[src/rtl/imem_stream_loader_pkg.sv]
// Shared definitions for the instruction-memory stream loader.
package imem_stream_loader_pkg;

  // Loader FSM encodings, kept in a 3-bit state register.
  typedef enum logic [2:0] {
    S_IDLE  = 3'd0,
    S_LOAD  = 3'd1,
    S_FLUSH = 3'd2,
    S_DONE  = 3'd3,
    S_ERR   = 3'd4
  } state_t;

  // Byte lane indices within a 32-bit word (lane 0 lands in bits 31:24).
  localparam logic [1:0] LANE_0    = 2'd0;
  localparam logic [1:0] LANE_1    = 2'd1;
  localparam logic [1:0] LANE_2    = 2'd2;
  localparam logic [1:0] LANE_LAST = 2'd3;

  // Fill value for unused lanes of a partial final word.
  localparam logic [7:0] PAD_BYTE_DEF = 8'h00;

endpackage

[src/rtl/imem_stream_loader_byte_word_packer.sv]
// Collects stream bytes into a big-endian 32-bit word. The emitted word
// includes the byte being accepted this cycle, so the parent can register
// it directly and write one cycle after the final byte is accepted.
module byte_word_packer
  import imem_stream_loader_pkg::*;
#(
  parameter logic [7:0] PAD_BYTE = PAD_BYTE_DEF
) (
  input  logic        Clk,
  input  logic        R,
  input  logic        clr_i,
  input  logic        acc_i,
  input  logic        last_i,
  input  logic [7:0]  data_i,
  output logic        emit_o,
  output logic [31:0] word_o
);

  logic [1:0]      lane_q;
  logic [3:0][7:0] buf_q;

  // Word completes on the fourth byte or on an early last byte.
  assign emit_o = acc_i & ((lane_q == LANE_LAST) | last_i);

  // Lane counter and byte buffer; a gap (acc_i=0) leaves both untouched.
  always_ff @(posedge Clk) begin
    if (!R || clr_i) begin
      lane_q <= LANE_0;
      buf_q  <= '0;
    end else if (acc_i) begin
      buf_q[lane_q] <= data_i;
      lane_q        <= emit_o ? LANE_0 : lane_q + 2'd1;
    end
  end

  // Per lane: stored byte, the byte arriving now, or pad above it.
  for (genvar g = 0; g < 4; g++) begin : g_lane
    localparam logic [1:0] L = 2'(g);
    assign word_o[31-8*g -: 8] = (lane_q > L)  ? buf_q[g] :
                                 (lane_q == L) ? data_i   : PAD_BYTE;
  end

endmodule

[src/rtl/imem_stream_loader.sv]
// Synthesizable instruction-memory loader: packs a byte stream into words,
// writes them from address 0 upward and holds the core until the image is in.
module imem_stream_loader
  import imem_stream_loader_pkg::*;
#(
  parameter int         ADDR_W      = 9,
  parameter int         DEPTH_BYTES = 512,
  parameter logic [7:0] PAD_BYTE    = PAD_BYTE_DEF
) (
  input  logic              Clk,
  input  logic              R,
  input  logic              Start,
  input  logic              In_Valid,
  input  logic [7:0]        In_Data,
  input  logic              In_Last,
  output logic              In_Ready,
  output logic              Mem_WE,
  output logic [ADDR_W-1:0] Mem_Addr,
  output logic [31:0]       Mem_Data,
  output logic              Core_Hold,
  output logic              Done,
  output logic              Ovf,
  output logic [ADDR_W-2:0] Word_Count
);

  localparam int              WC_W      = ADDR_W - 1;
  localparam logic [WC_W-1:0] MAX_WORDS = WC_W'(DEPTH_BYTES / 4);

  state_t              state_q, state_d;
  logic [WC_W-1:0]     wc_q, wc_d;
  logic                we_q, we_d;
  logic [ADDR_W-1:0]   addr_q, addr_d;
  logic [31:0]         data_q, data_d;
  logic                start_load;
  logic                accept, full, pk_acc, pk_emit;
  logic [31:0]         pk_word;

  assign accept = In_Valid & In_Ready;
  // Word count doubles as the write pointer; at MAX_WORDS memory is full.
  assign full   = (wc_q == MAX_WORDS);
  // A byte arriving with memory full is dropped, not buffered.
  assign pk_acc = accept & ~full;

  byte_word_packer #(.PAD_BYTE(PAD_BYTE)) u_packer (
    .Clk    (Clk),
    .R      (R),
    .clr_i  (start_load),
    .acc_i  (pk_acc),
    .last_i (In_Last),
    .data_i (In_Data),
    .emit_o (pk_emit),
    .word_o (pk_word)
  );

  // Handshake and status are pure decodes of the state.
  assign In_Ready   = (state_q == S_LOAD);
  assign Core_Hold  = (state_q != S_DONE);
  assign Done       = (state_q == S_DONE);
  assign Ovf        = (state_q == S_ERR);
  assign Mem_WE     = we_q;
  assign Mem_Addr   = addr_q;
  assign Mem_Data   = data_q;
  assign Word_Count = wc_q;

  // Next-state, pointer and write-port logic. FLUSH covers the cycle the
  // final write is on the bus, so Done rises only after it has landed.
  always_comb begin
    state_d    = state_q;
    wc_d       = wc_q;
    we_d       = 1'b0;
    addr_d     = addr_q;
    data_d     = data_q;
    start_load = 1'b0;
    case (state_q)
      S_IDLE, S_DONE: begin
        if (Start) begin
          state_d    = S_LOAD;
          wc_d       = '0;
          start_load = 1'b1;
        end
      end
      S_LOAD: begin
        if (accept && full) begin
          state_d = S_ERR;
        end else if (pk_emit) begin
          we_d   = 1'b1;
          addr_d = {wc_q[ADDR_W-3:0], 2'b00};
          data_d = pk_word;
          wc_d   = wc_q + 1'b1;
          if (In_Last) state_d = S_FLUSH;
        end
      end
      S_FLUSH: state_d = S_DONE;
      S_ERR:   state_d = S_ERR;
      default: state_d = S_IDLE;
    endcase
  end

  // State and write-port registers; reset aborts any load in progress.
  always_ff @(posedge Clk) begin
    if (!R) begin
      state_q <= S_IDLE;
      wc_q    <= '0;
      we_q    <= 1'b0;
      addr_q  <= '0;
      data_q  <= '0;
    end else begin
      state_q <= state_d;
      wc_q    <= wc_d;
      we_q    <= we_d;
      addr_q  <= addr_d;
      data_q  <= data_d;
    end
  end

endmodule

[config.mk]
export PLATFORM = sky130hd
export DESIGN_NAME = imem_stream_loader
export DESIGN_NICKNAME = d
export VERILOG_FILES = /design/src/rtl/imem_stream_loader_pkg.sv /design/src/rtl/imem_stream_loader_byte_word_packer.sv /design/src/rtl/imem_stream_loader.sv
export SDC_FILE = /design/constraint.sdc
export NUM_CORES = 1
export LEC_CHECK = 0
export BUFFER_PORTS_ARGS = -buffer_cell sky130_fd_sc_hd__buf_2
export CORE_AREA = 2 2 88 90
export DETAILED_ROUTE_END_ITERATION = 16
export DIE_AREA = 0 0 90 92
export PLACE_DENSITY = 0.73
export SLEW_MARGIN = 20
export SYNTH_ARGS = -nofsm -noshare
export SYNTH_HDL_FRONTEND = slang
export SYNTH_SLANG_ARGS = --single-unit
export TNS_END_PERCENT = 20
[constraint.sdc]
create_clock -name Clk -period 1.85 [get_ports Clk]
set_clock_uncertainty 0.1 [all_clocks]
set_input_delay 0.0925 -clock Clk [delete_from_list [all_inputs] [get_ports Clk]]
set_output_delay 0.0925 -clock Clk [all_outputs]
set_load 0.01 [all_outputs]
==> results.yml, run 1 <==
run_status:
  status: "complete, no violations"
detailed_routing:
  wl_mm: 8.62
  post_drt_wl_per_cell_um: 15.3
  drc_errors: 0
  dr.pass1.iters: 6
  via_count: 3140
  routed_via_density: 5.58
  antenna_left: 0
  drtIter0Drc: 138
sta:
  setup_viol: 0
  rsz0062_at_grt: "true"
  hold_viol: 0
  fmax_mhz: 558
  finalCritPeriodShare_pct: 96.8
  fin_crit_ns: 1.79
  worst_pin_slew_ns: 0.495
  holdWs_ns: 0.0280
  drv_slew: 0
  relSlewSlack_pct: 66.9
synth:
  ys.flop_type: "dfxtp_1"
  syn_inst: 376
  yosys.area.top_type: "dfxtp_1"
  yosysWarnings: 0
  synth.area.top_cells: "dfxtp_1 45%, nand2_1 7.9%, o211a_1 7.8%"
  synth_top_area_share_pct: 44.5
  syn_area_mm2: 0.00346
  synthDistinctLibCells: 51
  avgSynthCellArea_um2: 9.21
  synthArstFlopShare_pct: 0
  yosysSeqAreaShare_pct: 44.5
  synth-seq-cells: 77
  synthTopCellsByCount: "77 x dfxtp_1, 73 x nand2_1, 28 x o21ai_0, 27 x nand3_1, 27 x o211a_1"
  synth_edf_count: 0
  yosysMostFrequentCell: "dfxtp_1"
setup_path:
  start_kind: "register"
  path_class: "reg2reg"
  crit_path_max_fanout: 28
  cp_data_arrival_time_ns: 1.94
  end_kind: "register"
  worstPathRequired_ns: 2.00
grt:
  antenna_found_initial: 0
  grt_max_degree: 35
  grt-ovfl-total: 0
  grt_pass1_vias: 3035
  grt_use_total_pct: 21.4
  grt_first_pass_wirelength_mm: 14.3
run:
  cap_violations: 0
power:
  powerDensity_mw_per_mm2: 771
  finalPower_uw: 3280
  p_leak_uw: 0.00200
  max-vdd-ir-drop_mv: 0.493
clocking:
  cts_tree: "built"
  numClockSinks: 77
  htree_levels: 3
  cts.clk_slew.worst_paths_ns: 0.08
  numCtsBuffers: 9
  clock_path_buffers: 2
  cts_root_buffer: "clkbuf_8"
  clock_latency_ns: 0.35
floorplanning:
  row_count: 32
  io_pins: 67
  coreArea_mm2: 0.00745
  start_util_pct: 46.5
  die_h_um: 92
  dieArea_mm2: 0.00828
  die_x_um: 90
finish:
  final_cells: 563
  diodes: 0
  final_area_mm2: 0.00426
  nNetsFinal: 475
  drive_gt1_share_pct: 25.8
  synthToLayoutAreaGrowth_pct: 22.9
place:
  dp_cells: 536
  portBuffers: 64
  post_dp_cell_area_mm2: 0.00395
  dp_hpwl_mm: 5.98
  routabilityCongestion: 0.866
hold_path:
  hp-class: "in2reg"
## what timing repair did
item                                   4_1_cts  5_1_grt
hold buffers                                 9        0
setup endpoints to repair                    7       31
pin swaps                                    1        1
buffers inserted                             1        1
endpoints found under the hold margin       18        0
gates resized for setup                      1        4
## kinds of logic after synthesis
family,after synthesis,synth area share (%)
DFF,77,44.5
AOI/OAI and AO/OA,115,26.7
adders and majority gates,6,2.17
other,1,0.108
buffers and inverters,39,6.25
and+or+nand+nor,127,17.1
muxes,10,2.93
xor gates and xnor gates,1,0.253
## stage by stage
step | utilization (%) | setup TNS, ns | setup slack, ns
3_3_place_gp | 53.1 | 0 | 0.0529
6_report | 57.2 | 0 | 0.0590
5_1_grt | 57.2 | -0.127 | -0.0312
2_1_floorplan | - | -0.282 | -0.0342
3_5_place_dp | 53.1 | -0.0132 | -0.0132
4_1_cts | 57.0 | 0 | 0.0216
## critical path: stages (launching register included)
cell and delay, ns:
dfxtp_1 0.39, ha_2 0.26, o21a_1 0.20, o211a_1 0.27
buf_12 0.20, o211ai_1 0.13, o211a_1 0.14
## final timing paths
kind / from / to / slack (ns) / cells after the start
min reg2reg: Mem_Addr[5]$_SDFFE_PN0P_ / Mem_Addr[5]$_SDFFE_PN0P_ / 0.36 / 2
max: u_packer.lane_q[0]$_SDFFE_PP0P_ / Mem_Data[22]$_SDFFE_PN0P_ / 0.06 / 6
max reg2reg: u_packer.lane_q[0]$_SDFFE_PP0P_ / Mem_Data[22]$_SDFFE_PN0P_ / 0.06 / 6
min: In_Last / state_q[1]$_SDFFE_PN0P_ / 0.03 / 3
## flip-flops by register name (all words and copies together), names as in the netlist
register	cells
Mem_Addr	7
Mem_Data	32
Word_Count	8
state_q	3
u_packer.lane_q	2
Mem_WE	1
u_packer.buf_q	24
## power by group
part / internal (uW) / switching [uW] / leakage (uW) / total, uW
Sequential: 1700 / 27.1 / 0.000623 / 1720
Clock: 569 / 626 / 0.0000934 / 1190
Combinational: 151 / 213 / 0.00129 / 364
Total: 2420 / 866 / 0.00200 / 3280
## cells in the final DEF, fill, tap and decap left out, drive strengths merged, types with 2 or more instances in the layout
cell | netlist | final
nand2 | 73 | 73
o2111ai | 5 | 5
ha | 6 | 6
nor2b | 4 | 4
o31a | 2 | 2
a21boi | 7 | 7
mux2i | 9 | 9
clkbuf | 13 | 12
o211a | 27 | 27
dlygate4sd3 | 0 | 9
inv | 6 | 8
dfxtp | 77 | 77
o211ai | 22 | 22
nor2 | 6 | 6
o41a | 2 | 2
a31oi | 2 | 2
o21ai | 31 | 31
nor3 | 2 | 2
nand4 | 2 | 2
conb | 1 | 2
buf | 20 | 92
nand4bb | 2 | 2
nand3 | 27 | 27
nand3b | 3 | 3
nor3b | 2 | 2
and2 | 2 | 2
a22o | 8 | 8
## cell type report
type | count | area [um^2]
clock buffer | 12 | 155
timing repair buffer | 101 | 662
clock inverter | 4 | 30.0
fill | 708 | 3190
inverter | 6 | 22.5
multi-input combinational | 261 | 1720
tap | 102 | 128
sequential | 77 | 1540
## per-layer routing
metal / wire, um / part of all wire [%] / track usage, % / up-vias
met5: 0 / 0 / 0 / -
met4: 183 / 2.1 / 8.59 / 0
met3: 507 / 5.9 / 5.75 / 18
met2: 4310 / 50 / 37.2 / 112
met1: 3620 / 42 / 25.2 / 1485
li1: - / - / - / 1525
(Power assumes the default switching activity.)
==> run 2: changes to the inputs <==
--- a/config.mk
+++ b/config.mk
@@ -5,11 +5,11 @@
 export SDC_FILE = /design/constraint.sdc
 export NUM_CORES = 1
 export LEC_CHECK = 0
-export BUFFER_PORTS_ARGS = -buffer_cell sky130_fd_sc_hd__buf_2
-export CORE_AREA = 2 2 88 90
+export CORE_AREA = 2 2 87 89
 export DETAILED_ROUTE_END_ITERATION = 16
-export DIE_AREA = 0 0 90 92
-export PLACE_DENSITY = 0.73
+export DIE_AREA = 0 0 89 91
+export DONT_BUFFER_PORTS = 1
+export PLACE_DENSITY = 0.66
 export SLEW_MARGIN = 20
 export SYNTH_ARGS = -nofsm -noshare
 export SYNTH_HDL_FRONTEND = slang
==> run 2 against run 1 <==
Compared with the run above:
- combinational power decreased by 11%
- power increased by 7.9%
- fmax increased by 0.73%
- final area decreased by 3.3%
- sequential power about the same
- clock-buffer cell count decreased by 1
- die area decreased by 2.2%
- first-iteration DRC count decreased by 7.2%
==> results.yml, run 2 (synthesis results as in run 1) <==
run_status:
  status: "complete, no violations"
hold_path:
  hp-class: "in2reg"
  whs_path_depth: 3
grt:
  grt_max_degree: 50
  grt_first_pass_wirelength_mm: 13.6
  grt_use_total_pct: 21.4
  grt_pass1_vias: 2662
  grt-ovfl-total: 0
  antenna_found_initial: 0
setup_path:
  cp_num_buf_inv: 1
  crit_path_max_fanout: 28
  path_class: "reg2reg"
  end_kind: "register"
  r2r_cells: 6
  critical-path-top-delay-family: "compound AO/OA/AOI/OAI gates"
  crit_chain: "ha_2, o21a_1, o211a_1, buf_12, o211ai_1, o211a_1"
  start_kind: "register"
  cp.depth: 6
  max_stage_delay_ns: 0.37
  cp_data_arrival_time_ns: 1.92
  cp_common_cell: "o211a_1"
  slowest_stage: "dfxtp_1"
  worstPathRequired_ns: 2.00
clocking:
  clock_path_buffers: 2
  numClockSinks: 77
  numCtsBuffers: 9
  cts_root_buffer: "clkbuf_8"
  htree_levels: 3
  clock_latency_ns: 0.35
  cts.clk_slew.worst_paths_ns: 0.08
  cts_tree: "built"
power:
  intPower_uw: 2670
  p_seq_share_pct: 49.1
  pwr-share-clk_pct: 41.8
  max-vdd-ir-drop_mv: 0.422
  p_leak_uw: 0.00175
  comb_power_share_pct: 9.2
  switching_share_pct: 24.6
  p_switching_uw: 872
  powerDensity_mw_per_mm2: 861
place:
  routabilityCongestion: 0.827
  dpl_worst_slack_ns: 0.00634
  portBuffers: 0
  dp_hpwl_mm: 5.70
detailed_routing:
  wl_met1_mm: 3.81
  wl_met3_um: 485
  dr.pass1.iters: 4
  antenna_left: 0
  routed_via_density: 5.68
  drc_errors: 0
  wl_met2_mm: 4.19
  post_drt_wl_per_cell_um: 17.0
  via_count: 2876
  top_layer: "met4"
  drtIter0Drc: 128
  wl_mm: 8.60
sta:
  rsz0062_at_grt: "true"
  fin_crit_ns: 1.78
  holdWs_ns: 0.0269
  final.setup.worst_slack_ns: 0.0719
  fmax_mhz: 562
  setup_viol: 0
  finalCritPeriodShare_pct: 96.1
  worst_pin_slew_ns: 0.495
  tns_ns: 0
  hold_viol: 0
  relSlewSlack_pct: 66.8
  drv_slew: 0
floorplanning:
  die_h_um: 91
  dieArea_mm2: 0.00810
  io_pins: 67
  coreArea_mm2: 0.00714
  start_util_pct: 48.5
  row_count: 31
  die_x_um: 89
finish:
  nFillCells: 668
  synthToLayoutAreaGrowth_pct: 18.8
  final_cell_mix: "75 x dfxtp_1, 73 x nand2_1, 29 x buf_4, 28 x o21ai_0"
  final_common_cell: "dfxtp_1"
  largest_reg_flops: 32
  diodes: 0
  drive_gt1_share_pct: 17.0
  nNetsFinal: 421
run:
  cap_violations: 0
==> run 2: cell type report <==
| type | count | area (um^2) | area share (%) |
|---|---|---|---|
| flip-flops and latches | 77 | 1540 | 37.5 |
| repair buffers | 47 | 444 | 10.8 |
| well taps | 99 | 124 | 3.01 |
| clock inverters | 5 | 81.3 | 1.98 |
| clock buffers | 11 | 151 | 3.68 |
| multi-input cells | 261 | 1750 | 42.5 |
| inverters | 6 | 22.5 | 0.547 |
==> run 2: power by group through the flow <==
stage          combinational (uW)  sequential (uW)  clock, uW
2_1_floorplan                 211             1770          0
4_1_cts                       321             1740       1500
3_3_place_gp                  259             1780          0
5_1_grt                       352             1740       1570
3_5_place_dp                  262             1780          0
6_report                      324             1740       1480
==> run 2: final timing paths <==
kind,from,endpoint,slack [ns]
max,u_packer.lane_q[0]$_SDFFE_PP0P_,Mem_Data[10]$_SDFFE_PN0P_,0.07
min,In_Valid,u_packer.buf_q[2]$_SDFFE_PP0P_,0.03
max reg2reg,u_packer.lane_q[0]$_SDFFE_PP0P_,Mem_Data[10]$_SDFFE_PN0P_,0.07
min reg2reg,u_packer.buf_q[12]$_SDFFE_PP0P_,u_packer.buf_q[12]$_SDFFE_PP0P_,0.36
==> run 2: metal layers <==
metal | vias to the layer above | track usage, %
li1 | 1409 | -
met1 | 1383 | 26.4
met2 | 72 | 34.8
met3 | 12 | 6.82
met4 | 0 | 7.59
met5 | - | 0
==> run 2: worst min-delay path: stages <==
cell and delay, ns:
o2111ai_2 0.06, buf_4 0.19, o21ai_0 0.09
==> run 2: metrics by stage <==
stage	utilization (%)	cell area (um^2)	cells	power, uW
2_1_floorplan	-	3470	377	1980
3_3_place_gp	51.4	3670	474	2040
3_5_place_dp	51.4	3670	474	2040
4_1_cts	56.7	4040	503	3560
5_1_grt	57.7	4120	506	3660
6_report	57.7	4120	506	3540
==> run 2: repair_timing <==
action,in CTS,in global routing
resized for setup,1,11
cloned,0,0
endpoints found under the hold margin,75,0
buffers inserted,0,3
endpoints found under the setup margin,1,53
hold buffers,13,0
pin swaps,0,3
==> run 3: changes to the inputs <==
--- a/config.mk
+++ b/config.mk
@@ -5,13 +5,13 @@
 export SDC_FILE = /design/constraint.sdc
 export NUM_CORES = 1
 export LEC_CHECK = 0
-export CORE_AREA = 2 2 87 89
+export CORE_AREA = 2 2 91 93
 export DETAILED_ROUTE_END_ITERATION = 16
-export DIE_AREA = 0 0 89 91
+export DIE_AREA = 0 0 93 95
 export DONT_BUFFER_PORTS = 1
-export PLACE_DENSITY = 0.66
 export SLEW_MARGIN = 20
 export SYNTH_ARGS = -nofsm -noshare
 export SYNTH_HDL_FRONTEND = slang
+export SYNTH_HIERARCHICAL = 1
 export SYNTH_SLANG_ARGS = --single-unit
 export TNS_END_PERCENT = 20
==> constraint.sdc (replaced) <==
create_clock -name Clk -period 2.09 [get_ports Clk]
set_clock_uncertainty 0.1 [all_clocks]
set_input_delay 0.1045 -clock Clk [delete_from_list [all_inputs] [get_ports Clk]]
set_output_delay 0.1045 -clock Clk [all_outputs]
set_load 0.01 [all_outputs]
==> run 3 against run 2 <==
Compared with the run above:
- the run now ends with negative hold slack, negative setup slack left
- largest power group is now clock
- largest cell class unchanged
- first-iteration DRC count rose by 6.3%
- via count grew 9.6%
- power fell by 6.4%
- worst hold slack worse by 0.032 ns
- register-to-register slack worse by 0.16 ns
- highest routed layer unchanged
- non-clock buffer count up 9
- critical path depth rose by 5
==> results.yml, run 3 <==
run_status:
  status: "finished, violations left"
  violations: "negative hold slack, negative setup slack"
detailed_routing:
  drc_errors: 0
  drtIter0Drc: 136
  wl_mm: 9.20
  dr.pass1.iters: 4
  routed_via_density: 5.28
  via_count: 3151
  antenna_left: 0
  post_drt_wl_per_cell_um: 15.4
sta:
  tns_ns: -1.86
  fin_crit_ns: 2.18
  final.setup.worst_slack_ns: -0.0911
  relSlewSlack_pct: 51.0
  worst_pin_slew_ns: 0.736
  hold_viol: 1
  drv_slew: 0
  rsz0062_at_grt: "true"
  fmax_mhz: 458
  holdWs_ns: -0.00489
  finalCritPeriodShare_pct: 104
  setup_viol: 42
clocking:
  cts_root_buffer: "clkbuf_8"
  numCtsBuffers: 9
  clock_latency_ns: 0.35
  cts_tree: "built"
  cts.clk_slew.worst_paths_ns: 0.08
  clock_path_buffers: 2
  numClockSinks: 77
  htree_levels: 3
setup_path:
  end_kind: "register"
  r2r_end: "Mem_Data[3]$_SDFFE_PN0P_"
  cp_data_arrival_time_ns: 2.36
  slowest_stage: "dfxtp_4"
  rr_startpoint: "Word_Count[1]$_SDFFE_PN0P_"
  worstPathRequired_ns: 2.27
  start_kind: "register"
  path_class: "reg2reg"
  crit_path_max_fanout: 8
  r2r_cells: 11
  max_stage_delay_ns: 0.35
  crit_chain: "inv_2, ha_2, and3b_1, and2_4, nor2_4, o21a_1, and4bb_2, and2_4, buf_12, buf_12, mux2i_1"
  reg2reg_slack_ns: -0.09
power:
  p_switching_uw: 707
  p_leak_uw: 0.00168
  intPower_uw: 2610
  comb_power_share_pct: 7.1
  pwr-share-clk_pct: 48.3
  powerDensity_mw_per_mm2: 698
  p_seq_share_pct: 44.6
  max-vdd-ir-drop_mv: 0.379
  switching_share_pct: 21.3
synth:
  yosysWarnings: 6
  synth_top_area_share_pct: 40.2
  synth.area.top_cells: "dfxtp_1 40%, nand2_1 11%, mux2i_1 11%"
  synth_edf_count: 0
  syn_inst: 460
  yosysMostFrequentCell: "nand2_1"
  synthDistinctLibCells: 40
  ys.flop_type: "dfxtp_1"
  syn_area_mm2: 0.00384
  avgSynthCellArea_um2: 8.34
  yosysSeqAreaShare_pct: 40.2
  synthTopCellsByCount: "117 x nand2_1, 77 x dfxtp_1, 41 x mux2i_1, 32 x nand3_1, 30 x a21oi_1"
  synthArstFlopShare_pct: 0
  synth-seq-cells: 77
  yosys.area.top_type: "dfxtp_1"
place:
  routabilityCongestion: 0.872
  portBuffers: 0
  dp_hpwl_mm: 5.50
  dp_cells: 556
  post_dp_cell_area_mm2: 0.00405
floorplanning:
  io_pins: 67
  die_h_um: 95
  coreArea_mm2: 0.00793
  dieArea_mm2: 0.00884
  start_util_pct: 48.4
  row_count: 33
  die_x_um: 93
finish:
  nNetsFinal: 507
  diodes: 0
  final_area_mm2: 0.00475
  final_common_cell: "nand2_1"
  largest_reg_flops: 32
  synthToLayoutAreaGrowth_pct: 23.7
  final_cells: 597
  drive_gt1_share_pct: 16.7
  final_cell_mix: "115 x nand2_1, 75 x dfxtp_1, 40 x mux2i_1, 33 x buf_4, 32 x nand3_1"
grt:
  grt-ovfl-total: 0
  grt_pass1_vias: 3015
  grt_use_total_pct: 22.2
  antenna_found_initial: 0
  grt_first_pass_wirelength_mm: 15.3
  grt_max_degree: 88
hold_path:
  hp-class: "in2reg"
  whs_path_depth: 3
  hold_end: "state_q[0]$_SDFFE_PN0P_"
  holdCritStartpoint: "In_Last"
run:
  cap_violations: 0
run 3: cell types whose count changed after synthesis, sizes merged, moves of 13 or more:
cell    delta
mux2i     +32
clkbuf    +13
o211ai    -20
a21oi     +30
nand2     +44
a21bo     +24
o211a     -27
run 3: kinds of logic (layout without fill, tap and decap cells):
group           after synthesis  in the layout  share of synthesized area, %
simple gates                190            190                          23.2
compound gates               84             84                          15.0
flops                        77             77                          40.2
buf+inv                      51             82                          6.00
mux                          49             49                          13.0
fa+ha+maj                     7              7                          2.28
other cells                   1              2                        0.0977
xor+xnor                      1              1                         0.228
run 3: cell type report:
cell class | count | area [um^2]
clock buffer | 10 | 128
clock inverter | 6 | 159
tap | 105 | 131
multi-input combinational | 333 | 2150
sequential | 77 | 1550
timing repair buffer | 56 | 598
inverter | 10 | 37.5
fill | 718 | 3180
run 3: through the flow:
| step | worst slack, ns | util [%] | total power (uW) |
|---|---|---|---|
| 2_1_floorplan | -0.385 | - | 1650 |
| 3_3_place_gp | -0.0413 | 51.1 | 1650 |
| 3_5_place_dp | -0.0950 | 51.1 | 1650 |
| 4_1_cts | -0.0696 | 59.2 | 3320 |
| 5_1_grt | -0.202 | 59.9 | 3430 |
| 6_report | -0.0911 | 59.9 | 3310 |
run 3: worst max path at each step:
stage                                      endpoint  depth (start not counted)                  startpoint  slack, ns
after detailed placement   Mem_Addr[7]$_SDFFE_PN0P_                         10  Word_Count[1]$_SDFFE_PN0P_       -0.1
after CTS                  Mem_Addr[7]$_SDFFE_PN0P_                         11  Word_Count[1]$_SDFFE_PN0P_      -0.07
after global routing      Mem_Data[21]$_SDFFE_PN0P_                         11  Word_Count[1]$_SDFFE_PN0P_      -0.20
after global placement     Mem_Data[3]$_SDFFE_PN0P_                         10  Word_Count[1]$_SDFFE_PN0P_      -0.04
after floorplan            Mem_Addr[4]$_SDFFE_PN0P_                         14  Word_Count[1]$_SDFFE_PN0P_      -0.39
final                      Mem_Data[3]$_SDFFE_PN0P_                         11  Word_Count[1]$_SDFFE_PN0P_      -0.09
run 3: power groups by stage:
stage	Clock, uW	Combinational (uW)	Sequential (uW)
after floorplan	0	136	1510
after global placement	0	140	1510
after detailed placement	0	142	1510
after CTS	1620	226	1480
after global routing	1690	256	1480
final	1600	234	1480
run 3: what timing repair did:
action | in CTS | in global routing
hold endpoints to repair | 75 | 0
hold buffers | 12 | 0
setup endpoints to repair | 44 | 75
gates cloned | 4 | 0
gates resized for setup | 13 | 12
pin swaps | 5 | 1
buffers inserted | 7 | 2
run 3: layer usage:
metal  track usage, %  wire length [um]  vias up
met4             8.09               122        0
met2             35.0              4220       68
li1                 -                 -     1609
met1             29.2              4330     1463
met3             5.91               533       11
met5                0                 0        -
run 3: worst max-delay path: cells and delay by family, from the launching register on:
family / cells / cell delay [ns]
simple gates: 5 / 0.83
flops: 1 / 0.35
buf+inv: 3 / 0.32
mux: 1 / 0.20
fa+ha+maj: 1 / 0.16
compound gates: 1 / 0.14
